--- src/rtl/prog_fetch_ctrl.sv ---
// ---------------------------------------------------------------------------
// prog_fetch_ctrl
// Instruction-fetch front end for the dual-issue core. It holds the halfword
// PC, drives the dual-bank program ROM (row address, odd-PC bit, bank-mux
// selects) and registers the returned instruction pair into a 2-slot fetch
// buffer. Decode consumes 0/1/2 slots per cycle; branches redirect the PC.
//
// Optional feature macro: BR_ZERO_BUBBLE_EN
//   defined   : a branch in RUN drives the fetch PC to br_target in the same
//               cycle, so the target pair is loaded at the next edge with no
//               bubble.
//   undefined : a branch costs one bubble cycle (FLUSH). The fetch PC never
//               sees br_target, which keeps the ROM address path short.
//
// Ports
//   clk, rst_n            clock, asynchronous active-low reset
//   rom_addr  [PC_W-2:0]  ROM row address (fpc[PC_W-1:1])
//   pc_1                  ROM odd-PC bit (fpc[0])
//   sel_mem_1             IR_1 bank select: 1 = bank1 (even fpc), 0 = bank0
//   sel_mem_0 [1:0]       IR_0 bank select: 0 = bank0 (even fpc), 2 = bank1
//   rom_ir0/rom_ir1       ROM instruction at fpc / fpc+1
//   stall                 decode stall: hold buffer and PC
//   consume   [1:0]       slots taken by decode this cycle (3 acts as 2)
//   br_valid/br_target    branch redirect request and halfword target
//   ir0/ir1               buffered instructions at pc / pc+1 (registered)
//   ir0_valid/ir1_valid   slot valid flags (registered)
//   pc                    halfword address of ir0 (registered)
// ---------------------------------------------------------------------------
module prog_fetch_ctrl #(
    parameter int              PC_W   = 15,
    parameter logic [PC_W-1:0] RST_PC = {PC_W{1'b0}}
) (
    input  logic            clk,
    input  logic            rst_n,
    output logic [PC_W-2:0] rom_addr,
    output logic            pc_1,
    output logic            sel_mem_1,
    output logic [1:0]      sel_mem_0,
    input  logic [15:0]     rom_ir0,
    input  logic [15:0]     rom_ir1,
    input  logic            stall,
    input  logic [1:0]      consume,
    input  logic            br_valid,
    input  logic [PC_W-1:0] br_target,
    output logic [15:0]     ir0,
    output logic [15:0]     ir1,
    output logic            ir0_valid,
    output logic            ir1_valid,
    output logic [PC_W-1:0] pc
);

    localparam logic [1:0] ST_FILL  = 2'd0;
    localparam logic [1:0] ST_RUN   = 2'd1;
    localparam logic [1:0] ST_FLUSH = 2'd2;

    logic [1:0]      state_q, state_d;
    logic [PC_W-1:0] pc_q, pc_d;
    logic [15:0]     ir0_q, ir0_d;
    logic [15:0]     ir1_q, ir1_d;
    logic            ir0_valid_q, ir0_valid_d;
    logic            ir1_valid_q, ir1_valid_d;

    logic [PC_W-1:0] fpc_s;
    logic            load_s;
    logic            redirect_s;
    logic [1:0]      adv_s;

    // Saturate consume: a request for 3 slots advances by only 2.
    always_comb begin
        if (consume == 2'd3) begin
            adv_s = 2'd2;
        end else begin
            adv_s = consume;
        end
    end

    // Fetch PC selection, next-state and buffer-load decision.
    always_comb begin
        state_d     = state_q;
        pc_d        = pc_q;
        ir0_d       = ir0_q;
        ir1_d       = ir1_q;
        ir0_valid_d = ir0_valid_q;
        ir1_valid_d = ir1_valid_q;
        fpc_s       = pc_q;
        load_s      = 1'b0;
        redirect_s  = 1'b0;

        case (state_q)
            ST_FILL, ST_FLUSH: begin
                if (br_valid) begin
                    redirect_s = 1'b1;
                end else begin
                    load_s = 1'b1;
                end
            end
            ST_RUN: begin
                if (br_valid) begin
                    redirect_s = 1'b1;
                end else if (stall) begin
                    load_s = 1'b0;
                end else begin
                    fpc_s  = pc_q + {{(PC_W-2){1'b0}}, adv_s};
                    load_s = 1'b1;
                end
            end
            default: begin
                // Unreachable encoding: recover by refilling from the held PC.
                state_d = ST_FILL;
            end
        endcase

`ifdef BR_ZERO_BUBBLE_EN
        // The target pair is fetched in the same cycle as the redirect.
        if (redirect_s) begin
            fpc_s  = br_target;
            load_s = 1'b1;
        end else begin
            fpc_s = fpc_s;
        end
`else
        // Redirect parks in FLUSH with an empty buffer; the consumed slots
        // and the held instructions are discarded by clearing the valids.
        if (redirect_s) begin
            pc_d        = br_target;
            ir0_valid_d = 1'b0;
            ir1_valid_d = 1'b0;
            state_d     = ST_FLUSH;
        end else begin
            pc_d = pc_d;
        end
`endif

        if (load_s) begin
            pc_d        = fpc_s;
            ir0_d       = rom_ir0;
            ir1_d       = rom_ir1;
            ir0_valid_d = 1'b1;
            ir1_valid_d = 1'b1;
            state_d     = ST_RUN;
        end else begin
            ir0_d = ir0_d;
        end
    end

    // ROM request: row address, odd bit and bank-mux selects from fpc.
    // The code 1 on sel_mem_0 is reserved and never produced.
    always_comb begin
        rom_addr = fpc_s[PC_W-1:1];
        pc_1     = fpc_s[0];
        if (fpc_s[0]) begin
            sel_mem_0 = 2'd2;
            sel_mem_1 = 1'b0;
        end else begin
            sel_mem_0 = 2'd0;
            sel_mem_1 = 1'b1;
        end
    end

    // State, PC and fetch-buffer registers.
    always_ff @(posedge clk or negedge rst_n) begin
        if (!rst_n) begin
            state_q     <= ST_FILL;
            pc_q        <= RST_PC;
            ir0_q       <= 16'h0000;
            ir1_q       <= 16'h0000;
            ir0_valid_q <= 1'b0;
            ir1_valid_q <= 1'b0;
        end else begin
            state_q     <= state_d;
            pc_q        <= pc_d;
            ir0_q       <= ir0_d;
            ir1_q       <= ir1_d;
            ir0_valid_q <= ir0_valid_d;
            ir1_valid_q <= ir1_valid_d;
        end
    end

    assign ir0       = ir0_q;
    assign ir1       = ir1_q;
    assign ir0_valid = ir0_valid_q;
    assign ir1_valid = ir1_valid_q;
    assign pc        = pc_q;

endmodule

--- config.mk ---
export PLATFORM = sky130hd
export DESIGN_NAME = prog_fetch_ctrl
export DESIGN_NICKNAME = d
export VERILOG_FILES = /design/src/rtl/prog_fetch_ctrl.sv
export SDC_FILE = /design/constraint.sdc
export NUM_CORES = 1
export LEC_CHECK = 0
export ABC_AREA = 1
export CORE_MARGIN = 3
export CORE_UTILIZATION = 42
export CTS_CLUSTER_SIZE = 10
export DETAILED_ROUTE_END_ITERATION = 7
export GPL_ROUTABILITY_DRIVEN = 0
export PLACE_DENSITY_LB_ADDON = 0.15
export SETUP_SLACK_MARGIN = 0.3
export SLEW_MARGIN = 0
export SYNTH_ARGS = -nofsm -noshare
export SYNTH_HDL_FRONTEND = slang
export SYNTH_SLANG_ARGS = --single-unit
--- constraint.sdc ---
create_clock -name clk -period 1.8 [get_ports clk]
set_input_delay 0.18 -clock clk [delete_from_list [all_inputs] [get_ports clk]]
set_output_delay 0.18 -clock clk [all_outputs]
set_load 0.01 [all_outputs]
==> flow_metrics.tcl <==
set metrics [dict create \
    finalCriticalPeriod_ns 2.16 \
    synthCells 354 \
    synthSimpleGateAreaFrac_pct 36.4 \
    leakage_uw 0.00264 \
    synth_cell_types 29 \
    startpoint "pc[0]$_DFFE_PN0P_" \
    cts.sinks 50 \
    grt_max_degree 34 \
    power_density_nw_per_um2 801 \
    h-tree-depth 2 \
    die_w_um 85.0 \
    synth_top_family_by_area "simple AND/OR/NAND/NOR gates" \
    drt-initial-drc-count 130 \
    vias_per_cell 5.05 \
    placedInstanceArea_um2 4100 \
    wl_per_cell_um 15.9 \
    syn2layout_area_growth_pct 95.6 \
    finalCritPeriodShare_pct 120 \
    dr.max_layer_used "met4" \
    final_cell_area_um2 5120 \
    finalNetCount 593 \
    diodes 0 \
    cp_max_fo 5 \
    dp_cells 565 \
    synth_xor_area_share_pct 1.62 \
    hold_viol 0 \
    track_usage_pct 23.9 \
    path_clk_slew_ns 0.10 \
    ys_ff_latch 50 \
    syn-mean-instance-area_um2 7.40 \
    hp-class "input pin to register" \
    dieArea_um2 7220 \
    route.detailed.drc 0 \
    antenna_found_initial 0 \
    fin_hold_ws_ns 0.249 \
    critPathLaunchType "register" \
    cts-root-buf "clkbuf_8" \
    die_h_um 85.0 \
    critical_path_class "register to output port" \
    setup-violations-final 16 \
    tightest_slew_ns 0.605 \
    r2r-start "pc[0]$_DFFE_PN0P_" \
    final_layout_size_suffix_gt1_share_pct 41.3 \
    rsz0062_at_grt "true" \
    status "complete, but fails checks" \
    firstDrtPassIters 4 \
    cap_viol_max_count 0 \
    routedLengthMet1_um 3620 \
    p_total_uw 4100 \
    dpl_worst_slack_ns -0.758 \
    grt_pass1_vias 2952 \
    grt_pass1_wl_um 14000 \
    port_buffers 118 \
    core_area_um2 5990 \
    synthAdderAreaFrac_pct 1.72 \
    required_ns 1.62 \
    endpoint_kind "output port" \
    ys_seq_area_share_pct 47.8 \
    yosys_warnings 0 \
    fin_cells 613 \
    final_max_slew_viol_count 0 \
    route.vias.total 3093 \
    dr_wl_met2_um 5030 \
    violations "negative setup slack" \
    synth-compound-area-share_pct 3.25 \
    core.rowCount 28 \
    cts.path.max_buffers 2 \
    crit_path_end "rom_addr[5]" \
    drtAntennaViolNets 0 \
    arrival_ns 1.98 \
    drt-total-wl_um 9720 \
    ir_worst_vdd_uv 521 \
    r2r-end "pc[11]$_DFFE_PN0P_" \
    worstSkewPairLatency_ns 0.30 \
    tritoncts "built" \
    initial_core_util_pct 43.7 \
    reg2reg_setup_slack_ns -0.31 \
    r2r_cells 16 \
    post-dp-hpwl_um 5570 \
    overflow 0 \
    syn_nets 410 \
    worst_clock_skew_ns 0.00754 \
    numCtsBuffers 5 \
    num_io_pins 120 \
    syn_area_um2 2620 \
    synthMuxAreaShare_pct 0 \
    wl_met3_um 731 \
    setup_ws_ns -0.359 \
    slew_headroom_pct 59.6 \
    max_freq_ghz 0.463 \
]
-- layout make-up --
cell class              count  area [um2]
multi-input cells         253        1670
fillers                   320         868
inverters                  39         156
repair buffers            188        1840
clock buffers               6        72.6
clock inverters             2        37.5
flip-flops and latches     50        1250
well taps                  75        93.8
-- where the power goes --
part	internal (uW)	switching, uW	leakage [uW]
sequential	1300	139	0.000606
clock	416	399	0.0000514
combinational	982	870	0.00198
-- cells in the mapped netlist --
library cell  number  share of area, %
conb_1             1              0.14
ha_1               2              0.96
nor2_2             2              0.48
and2_1             2              0.48
a21oi_1            3              0.57
dfrtp_1           50                48
xor2_1             2              0.67
nand2_1          173                25
inv_1             35               5.0
clkbuf_1           1              0.14
nand2_2            5               1.2
o21ai_1            5              0.96
inv_2              3              0.43
nor3_1             1              0.19
xnor2_1            1              0.33
nor2_4             2              0.86
o21ai_0            6               1.1
nand3_1           19               3.6
nor2_8             1              0.76
inv_4              1              0.24
nand4_1            2              0.48
buf_6              1              0.43
nor2_1            19               2.7
nand2_8            1              0.76
buf_4              6               1.7
o21bai_1           2              0.57
buf_2              6               1.1
fa_1               1              0.76
xor2_2             1              0.62
-- critical path: stages (launching register included) --
cell	delay [ns]
dfrtp_1	0.40
ha_2	0.20
fa_2	0.36
nand2_2	0.12
nor2_4	0.05
nand2_4	0.13
buf_6	0.13
xnor2_4	0.11
buf_2	0.16
-- metrics by stage --
stage | TNS [ns] | util [%]
after floorplan | 0 | -
after global placement | -9.75 | 68.4
after detailed placement | -10.91 | 68.4
after CTS | -3.06 | 76.1
after global routing | -5.21 | 85.5
final | -3.89 | 85.5
-- cell families after synthesis --
kind of cell               count (synthesis)
AOI/OAI and AO/OA                         16
xor gates and xnor gates                   4
adders and majority gates                  3
buffers and inverters                     53
DFF                                       50
other                                      1
and+or+nand+nor                          227
-- worst min-delay path by stage --
stage | from | depth (start not counted) | end
6_report | br_valid | 3 | state_q[0]$_DFFE_PN0P_
3_5_place_dp | rst_n | 1 | pc[0]$_DFFE_PN0P_
4_1_cts | rom_ir0[7] | 3 | ir0[7]$_DFFE_PN0P_
2_1_floorplan | rst_n | 0 | ir0[0]$_DFFE_PN0P_
5_1_grt | br_valid | 3 | state_q[0]$_DFFE_PN0P_
3_3_place_gp | rst_n | 1 | pc[0]$_DFFE_PN0P_
-- registers in the layout, indices dropped and copies added (netlist names) --
register   count
pc            15
state_q        2
ir0           16
ir1           16
ir1_valid      1
-- metal layers --
layer | track usage, % | up-vias
met2 | 42.5 | 148
met5 | 0 | -
met3 | 6.80 | 31
li1 | - | 1426
met1 | 28.0 | 1488
met4 | 6.76 | 0
-- placed cells by master (no fill, tap or decap), drive strengths merged --
master and count:
nand2 180, buf 87, clkdlybuf4s50 86, dfrtp 50
inv 39, nor2 25, nand3 19, o21ai 11
dlygate4sd2 10, clkbuf 6, dlymetal6s2s 3, xor2 3
a21oi 3, nand4 2, and2 2, o21bai 2
ha 2, nor3 1, xnor2 1, fa 1
conb 1, bufinv 1, clkinvlp 1, dlygate4sd3 1
clkdlybuf4s15 1
-- what timing repair did --
action,CTS,global route
gates resized for setup,130,128
gates cloned,1,1
setup endpoints to repair,43,69
hold endpoints to repair,22,0
hold buffers,1,0
pin swaps,32,59
buffers inserted,25,12
Note: power is estimated with default switching activity, not from simulation.
